<file path="config.mk">
export PLATFORM = sky130hd
export DESIGN_NAME = product_bcd_converter
export DESIGN_NICKNAME = d
export VERILOG_FILES = /design/src/rtl/product_bcd_converter.sv
export SDC_FILE = /design/constraint.sdc
export NUM_CORES = 1
export LEC_CHECK = 0
export ABC_AREA = 1
export BUFFER_PORTS_ARGS = -buffer_cell sky130_fd_sc_hd__clkbuf_2
export CORE_MARGIN = 10
export CORE_UTILIZATION = 45
export CTS_BUF_LIST = sky130_fd_sc_hd__clkbuf_4
export DETAILED_ROUTE_END_ITERATION = 16
export GPL_ROUTABILITY_DRIVEN = 0
export MAX_ROUTING_LAYER = met4
export PLACE_DENSITY = 0.66
export SLEW_MARGIN = 10
export SYNTH_ARGS = -nofsm -noshare
export SYNTH_HDL_FRONTEND = slang
export SYNTH_SLANG_ARGS = --single-unit
</file>
<file path="constraint.sdc">
create_clock -name clk -period 1.6 [get_ports clk]
set_input_delay 0.24 -clock clk [delete_from_list [all_inputs] [get_ports clk]]
set_output_delay 0.24 -clock clk [all_outputs]
set_load 0.02 [all_outputs]
</file>
<file path="src/rtl/product_bcd_converter.sv">
// rtl/product_bcd_converter.sv - sequential double-dabble binary-to-BCD converter for the multiplier product
// Optional macro PRODUCT_BCD_BLANK_EN adds the registered leading-zero blank output.
module product_bcd_converter #(
  parameter int IN_WIDTH = 8,
  parameter int DIGITS   = 3
) (
  input  logic                  clk,
  input  logic                  rst,
  input  logic                  start,
  input  logic [IN_WIDTH-1:0]   bin,
  output logic                  busy,
  output logic                  done,
`ifdef PRODUCT_BCD_BLANK_EN
  output logic [DIGITS-1:0]     blank,
`endif
  output logic [4*DIGITS-1:0]   bcd
);

  localparam int SW = 4 * DIGITS;
  localparam int CW = $clog2(IN_WIDTH + 1);

  typedef enum logic {IDLE, CONVERT} state_t;

  state_t                 state, state_next;
  logic [IN_WIDTH-1:0]    shreg;
  logic [SW-1:0]          scratch;
  logic [SW-1:0]          adjusted;
  logic [SW-1:0]          scratch_next;
  logic [SW+IN_WIDTH-1:0] shifted;
  logic [CW-1:0]          count;
  logic                   last;

  always_ff @(posedge clk) begin
    if (rst) state <= IDLE;
    else     state <= state_next;
  end

  assign last = (count == CW'(1));

  always_comb begin
    state_next = state;
    case (state)
      IDLE:    if (start) state_next = CONVERT;
      CONVERT: if (last)  state_next = IDLE;
      default: state_next = IDLE;
    endcase
  end

  always_comb begin
    busy = (state == CONVERT);
  end

  // Add-3 on every digit >= 5 so the following shift carries correctly into the next decade.
  always_comb begin
    adjusted = scratch;
    for (int i = 0; i < DIGITS; i++) begin
      if (scratch[4*i +: 4] >= 4'd5)
        adjusted[4*i +: 4] = scratch[4*i +: 4] + 4'd3;
    end
  end

  assign shifted      = {adjusted, shreg} << 1;
  assign scratch_next = shifted[SW+IN_WIDTH-1:IN_WIDTH];

`ifdef PRODUCT_BCD_BLANK_EN
  logic [DIGITS-1:0] blank_next;

  always_comb begin
    blank_next = '0;
    blank_next[DIGITS-1] = (scratch_next[4*(DIGITS-1) +: 4] == 4'd0);
    for (int i = DIGITS - 2; i >= 0; i--) begin
      blank_next[i] = blank_next[i+1] && (scratch_next[4*i +: 4] == 4'd0);
    end
    blank_next[0] = 1'b0;
  end

  always_ff @(posedge clk) begin
    if (rst)
      blank <= '0;
    else if (state == CONVERT && last)
      blank <= blank_next;
  end
`endif

  always_ff @(posedge clk) begin
    if (rst) begin
      shreg   <= '0;
      scratch <= '0;
      count   <= '0;
      bcd     <= '0;
      done    <= 1'b0;
    end else begin
      done <= 1'b0;
      case (state)
        IDLE: begin
          if (start) begin
            shreg   <= bin;
            scratch <= '0;
            count   <= CW'(IN_WIDTH);
          end
        end
        CONVERT: begin
          shreg   <= shifted[IN_WIDTH-1:0];
          scratch <= scratch_next;
          count   <= count - CW'(1);
          // bcd only moves on completion so the display never sees partial digits.
          if (last) begin
            bcd  <= scratch_next;
            done <= 1'b1;
          end
        end
        default: ;
      endcase
    end
  end

endmodule

</file>
Word level (Yosys, flattened, before mapping) --
Cells that the tools add are included.
Word-level totals: flip-flop bits (word level) 38, bits in latches 0, memory bits (writable) 0, ROM bits 0, bits of input ports 11, output and inout port bits 14, word-level logic and storage cells 31, memories 0
Operators by class: add/subtract/negate cells 4, multiply operators 0, divide/modulo/power cells 0, magnitude comparators 3, equality and inequality tests 2, shift operators 0, mux-type cells 13, bitwise operators 1, reduce and logical (&&, ||, !) cells 2
Operators by type and width (count):
- $pmux 12 s2 | 1
- $pmux 8 s2 | 1
- $ge 4x3->1 const B | 3
- $mux 12 | 1
- $mux 4 | 3
- $add 4x2->4 const B | 2
- $mux 8 | 1
- $pmux 4 s2 | 1
- $eq 4x1->1 const B | 1
- $sub 4x1->4 const B | 1
- $add 3x2->3 const B | 1
- $mux 1 | 3
- $mux 3 | 1
- $ne 2x2->1 const B | 1
- $pmux 1 s2 | 1
- $reduce_and 2->1 | 1
- $reduce_or 2->1 | 1
- $not 1->1 | 1

Logic depth before layout (Yosys ltp) --
Gate-level depths: netlist (run 1).
word-level depth 3, depth in mapped cells 8, depth with buffers taken out 8

Worst setup path before layout (run 1) --
No wires, ideal clock.
path type reg2reg, start register scratch[0], end register scratch[1], library setup time 132 ps, data arrival time 1075 ps, required time 1468 ps, setup slack 392 ps, stages on the path, launching flop included 9, buffers on the path 0, clock period less this slack 1208 ps, path through dfxtp_1 -> inv_1 -> ha_1 -> inv_1 -> nand2_1 -> nand3_1 -> nand2_1 -> nand3_1 -> a21oi_1
On the way: longest elaborated chain between the ends 3, elaborated cells on any way between the ends 4, classes of those cells 1 x add/sub; 1 x order compare; 2 x mux
Ends and longest elaborated chain:
- start: declaration | line 26 | logic [SW-1:0] scratch;
- start signal: assignment | line 104 | scratch <= scratch_next;
- $add 4x2->4 or $ge 4x3->1 (tied branches) | line 58, 57
- $mux 4 (*) | line 57 | if (scratch[4*i +: 4] >= 4'd5)
- $pmux 12 s2 (*) | line 94 | case (state)
Every way passes the cells marked *; elsewhere a longest branch is shown, timed or not. A chain may end at the register's enable or synchronous reset.

Final worst setup path (run 1) --
start register state (netlist: busy), end output port busy
RTL lines:
- start: declaration | line 24 | state_t state, state_next;
- start signal: assignment | line 35 | else state <= state_next;
- end: declaration | line 11 | output logic busy,
No word-level cell between the ends.

==> results of run 1 <==
[metal layers]
layer | vias up | track usage | share of wire
met3 | 8 | 0.0410 | 0.041
met1 | 745 | 0.128 | 0.48
met4 | 0 | 0.0538 | 0.019
met5 | - | - | 0
li1 | 869 | - | -
met2 | 24 | 0.183 | 0.46
[through the flow]
stage	area (um2)	worst slack (ns)	power, uW	std cells
6_report	2010	0.130	1660	329
4_1_cts	2010	0.106	1680	329
2_1_floorplan	1790	0.392	1130	250
5_1_grt	2010	0.0505	1750	329
3_3_place_gp	1960	0.326	1170	321
3_5_place_dp	1960	0.291	1170	321
[cell usage after synthesis, drive strengths merged]
| cell type | n | share of area |
|---|---|---|
| dfxtp | 38 | 0.43 |
| inv | 34 | 0.071 |
| a21oi | 17 | 0.048 |
| o21ai | 16 | 0.045 |
| a22oi | 2 | 0.0084 |
| nor3 | 2 | 0.0056 |
| nand2 | 85 | 0.18 |
| buf | 8 | 0.033 |
| nand4 | 7 | 0.025 |
| or2 | 1 | 0.0035 |
| nand3 | 24 | 0.067 |
| mux2i | 1 | 0.0056 |
| o211ai | 2 | 0.0084 |
| nor2 | 4 | 0.011 |
| a31oi | 1 | 0.0035 |
| ha | 8 | 0.056 |
[kinds of logic after synthesis]
group | synth area share
and+or+nand+nor | 0.295
buffers and inverters | 0.104
AOI/OAI and AO/OA | 0.113
DFF | 0.426
adders and majority gates | 0.0561
muxes | 0.00561
[worst min-delay path: cells and delay by family]
kind                   cells  cell delay, ns
AO/OA/AOI/OAI              1            0.06
buffers and inverters      1            0.08
AND/OR/NAND/NOR            1            0.07
[what timing repair did]
| item | CTS | global route |
|---|---|---|
| gates resized for setup | 1 | 0 |
| hold endpoints to repair | 0 | 0 |
| setup endpoints to repair | 1 | 0 |
[power by group]
part / switching, uW / internal, uW
Clock: 327 / 182
Combinational: 102 / 60.7
Sequential: 19.0 / 971
[registers in the layout (all words and copies together) (netlist names)]
register and flops:
bcd 12, busy 1, count 4, done 1
scratch 12, shreg 8
[how the worst min path moves through the flow]
stage                     depth (start not counted)    start       end  slack, ns
after floorplan                                   2   bin[0]  shreg[0]       0.41
after global placement                            2  bcd[11]   bcd[11]       0.44
after detailed placement                          2  bcd[11]   bcd[11]       0.44
after CTS                                         3   bin[0]  shreg[0]       0.14
after global routing                              3   bin[0]  shreg[0]       0.14
final                                             3   bin[0]  shreg[0]       0.15
[cell type report]
class	count	area [um2]	share of cell area
Multi-Input combinational cell	170	838	0.416
Sequential cell	38	762	0.378
Timing Repair Buffer	31	173	0.0857
Inverter	34	128	0.0634
Tap cell	48	60.1	0.0298
Clock buffer	6	45.0	0.0224
Clock inverter	2	8.76	0.00435
==> impl_metrics.json, run 1 <==
{
  "grt_pass1_vias": 1561,
  "die_area_mm2": 0.00689,
  "final_util": 0.538,
  "cts_hold_buf": 0,
  "synthesis.area_mm2": 0.00179,
  "cts_sinks": 38,
  "grt_max_degree": 14,
  "vias_per_cell": 5.00,
  "cap_violations": 0,
  "maxSlewViolCount": 0,
  "crit_chain": "buf_4 -> clkbuf_2",
  "cp.depth": 2,
  "synth.distinct_cells": 23,
  "synth-seq-cells": 38,
  "layout-drive-gt1-share": 0.164,
  "first_pass_iters": 4,
  "p_per_area_mw_per_mm2": 825,
  "ir_drop_uv": 518,
  "route.detailed.drc": 0,
  "num_vias": 1646,
  "outcome": "completed",
  "fin_hold_ws_ns": 0.150,
  "layout_common_cells": "nand2_1 (84), dfxtp_1 (37), inv_1 (30), nand3_1 (24), clkbuf_2 (24)",
  "path_buf_inv": 2,
  "p_leak_uw": 0.000948,
  "insertedDiodeCount": 0,
  "start_kind": "register",
  "die_w_um": 83.0,
  "crit_end": "busy",
  "grtUsageTotal": 0.116,
  "worst_pin_slew_ns": 0.242,
  "htree_num_levels": 2,
  "std_cell_rows": 22,
  "critPathCaptureType": "output port",
  "io_pins": 25,
  "worstHoldPathType": "input pin to register",
  "crit_type": "register to output port",
  "clockBufferDepth": 2,
  "rsz0062_at_grt": "no",
  "yosysSeqAreaShare": 0.426,
  "slowest_delay_ns": 0.45,
  "root_buffer": "clkbuf_4",
  "grt_pass1_wl_mm": 6.74,
  "finalHoldViolations": 0,
  "drt-initial-drc-count": 148,
  "fmax_mhz": 680,
  "port_buffers": 24,
  "clkTransAtPathRegs_ns": 0.11,
  "reg2reg_depth": 8,
  "rrSetupSlack_ns": 0.23,
  "reg2reg_from": "scratch[4]",
  "required_ns": 1.36,
  "hpwl_mm": 2.77,
  "wl_mm": 3.90,
  "fp.dieH_um": 83.0,
  "n_fill_cell": 391,
  "avgSynthCellArea_um2": 7.14,
  "cts_buffers": 5,
  "final_common_cell": "nand2_1",
  "initial_utilization": 0.477,
  "cp_slowest_cell": "dfxtp_2",
  "critical-path-top-delay-family": "flip-flops",
  "cts_tree": "yes",
  "overflow": 0,
  "final_net_count": 299,
  "syn_to_final_growth_pct": 12.8,
  "setup_violations": 0,
  "cp.arrival_ns": 1.23,
  "tns_ns": 0,
  "clk-insertion-delay-late_ns": 0.35,
  "core-area_mm2": 0.00374,
  "ant_nets": 0,
  "critPathMaxFanout": 13,
  "post_synth_inst_count": 250,
  "post_cts_buffers": 0,
  "r2r_end": "scratch[5]",
  "period_minus_slack_ns": 1.47,
  "fin_skew_ns": 0.00916,
  "syn-num-nets": 269,
  "wl_per_cell_um": 11.8,
  "antenna_found_initial": 0,
  "fin_crit_sh": 0.919,
  "slew_headroom": 0.837,
  "yosys_warnings": 0,
  "critPathLaunch": "busy"
}
(Power assumes the default switching activity.)
==> inputs of run 2 (changes only) <==
- REMOVE_ABC_BUFFERS: unset -> 1
- SLEW_MARGIN: 10 -> unset
==> run 2 against run 1 <==
Compared with the run above: sequential power about the same; clock skew decreased by 0.0015 ns; combinational power about the same; hold slack got worse by 0.021 ns; clock-buffer cell count decreased by 1; global-route usage increased by 0.31 points; largest power group unchanged; highest routed layer unchanged.
==> impl_metrics.json, run 2 (same netlist as run 1, synthesis figures left out) <==
{
  "outcome": "completed",
  "critPathCaptureType": "output port",
  "ir_drop_uv": 616,
  "fin_hold_ws_ns": 0.129,
  "worst_pin_slew_ns": 0.252,
  "finalHoldViolations": 0,
  "crit_chain": "buf_4 -> clkbuf_2",
  "worst_slack_ns": 0.115,
  "maxSlewViolCount": 0,
  "fin_skew_ns": 0.00771,
  "slew_headroom": 0.830,
  "grt_max_degree": 14,
  "first_pass_iters": 4,
  "cp_slowest_cell": "dfxtp_2",
  "layout_common_cells": "nand2_1 (84), dfxtp_1 (37), inv_1 (30), nand3_1 (24), clkbuf_2 (24)",
  "setup_violations": 0,
  "final_util": 0.552,
  "required_ns": 1.36,
  "initial_utilization": 0.477,
  "grt_pass1_wl_mm": 6.98,
  "syn_to_final_growth_pct": 15.8,
  "ant_nets": 0,
  "hpwl_mm": 2.84,
  "slowest_delay_ns": 0.47,
  "cap_violations": 0,
  "period_minus_slack_ns": 1.48,
  "fin_cells": 329,
  "crit_type": "register to output port",
  "cts_buffers": 5,
  "cp.arrival_ns": 1.24,
  "clkTransAtPathRegs_ns": 0.12,
  "p_sw_frac": 0.232,
  "clk-insertion-delay-late_ns": 0.35,
  "root_buffer": "clkbuf_4",
  "power_uw": 1980,
  "layout-drive-gt1-share": 0.167,
  "final_net_count": 299,
  "clockBufferDepth": 2,
  "p_per_area_mw_per_mm2": 958,
  "switching_power_uw": 458,
  "dp_cells": 321,
  "insertedDiodeCount": 0,
  "met2_usage": 0.186,
  "fin_crit_sh": 0.928,
  "rsz0062_at_grt": "no",
  "wl_per_cell_um": 11.6,
  "core-area_mm2": 0.00374,
  "critPathMaxFanout": 11,
  "p_int_uw": 1520,
  "io_pins": 25,
  "grtUsageTotal": 0.119,
  "grt_pass1_vias": 1575,
  "top_regs": "bcd (12), scratch (12), shreg (8)",
  "p_leak_uw": 0.000970,
  "htree_num_levels": 2,
  "globalRouteMet1Util": 0.138,
  "seq_power_share": 0.500,
  "vias_per_cell": 4.91,
  "num_vias": 1615,
  "fp.dieH_um": 83.0,
  "antenna_found_initial": 0,
  "drt-initial-drc-count": 104,
  "seqCellArea_um2": 762,
  "fmax_mhz": 673,
  "worstHoldPathType": "input pin to register",
  "grt_util_met3": 0.0459,
  "overflow": 0,
  "wl_mm": 3.83,
  "combinationalPowerShare": 0.082,
  "clkPwrFrac": 0.418,
  "multi_input_area_um2": 838,
  "final_common_cell": "nand2_1",
  "place_ws_ns": 0.285,
  "route.detailed.drc": 0,
  "start_kind": "register",
  "cts_sinks": 38,
  "n_fill_cell": 371,
  "die_area_mm2": 0.00689,
  "die_w_um": 83.0,
  "top_usage_layer": "met2",
  "cts_tree": "yes",
  "port_buffers": 24,
  "std_cell_rows": 22
}
run 2: cell types whose count changed in the layout (fill, tap and decap cells not counted):
cell / previous run / this run
clkinv_2: 1 / 0
bufinv_16: 0 / 2
clkinv_4: 0 / 1
clkbuf_4: 6 / 5
clkinv_1: 1 / 0
run 2: what timing repair did:
item | CTS | global route
hold buffers | 0 | 0
endpoints found under the setup margin | 1 | 0
resized for setup | 1 | 0
hold endpoints to repair | 0 | 0
buffers inserted | 0 | 0
run 2: path summary, 6_finish.rpt:
path | slack, ns | start | depth (start not counted) | endpoint
min | 0.13 | bin[0] | 3 | shreg[0]
max reg2reg | 0.26 | scratch[0] | 8 | scratch[2]
max | 0.12 | busy | 2 | busy
min reg2reg | 0.46 | bcd[6] | 2 | bcd[6]
run 2: critical path, delay by kind of cell (launching register included):
kind	cells	cell delay, ns
DFF	1	0.47
buffers and inverters	2	0.42
run 2: power groups by stage:
stage / logic (uW) / clock network, uW / registers (uW)
after CTS: 165 / 845 / 990
after global placement: 161 / 0 / 1010
after floorplan: 87.1 / 0 / 1010
after detailed placement: 164 / 0 / 1010
final: 162 / 828 / 990
after global routing: 190 / 881 / 993
run 2: layout make-up:
class / instances / share of cell area
Clock inverter: 3 / 0.0333
Tap cell: 48 / 0.0291
Sequential cell: 38 / 0.369
Clock buffer: 5 / 0.0182
Multi-Input combinational cell: 170 / 0.406
Timing Repair Buffer: 31 / 0.0835
Inverter: 34 / 0.0617
run 2: layer usage:
layer  vias to the layer above  routed length [um]
met1                       707                1840
met2                        39                1700
met3                         4                 238
met5                         -                   0
li1                        865                   -
met4                         0                  45
run 2: per-stage QoR:
stage	setup TNS, ns	cell area, um2
6_report	0	2070
3_3_place_gp	0	1960
5_1_grt	0	2070
4_1_cts	0	2070
2_1_floorplan	-0.0327	1730
3_5_place_dp	0	1960
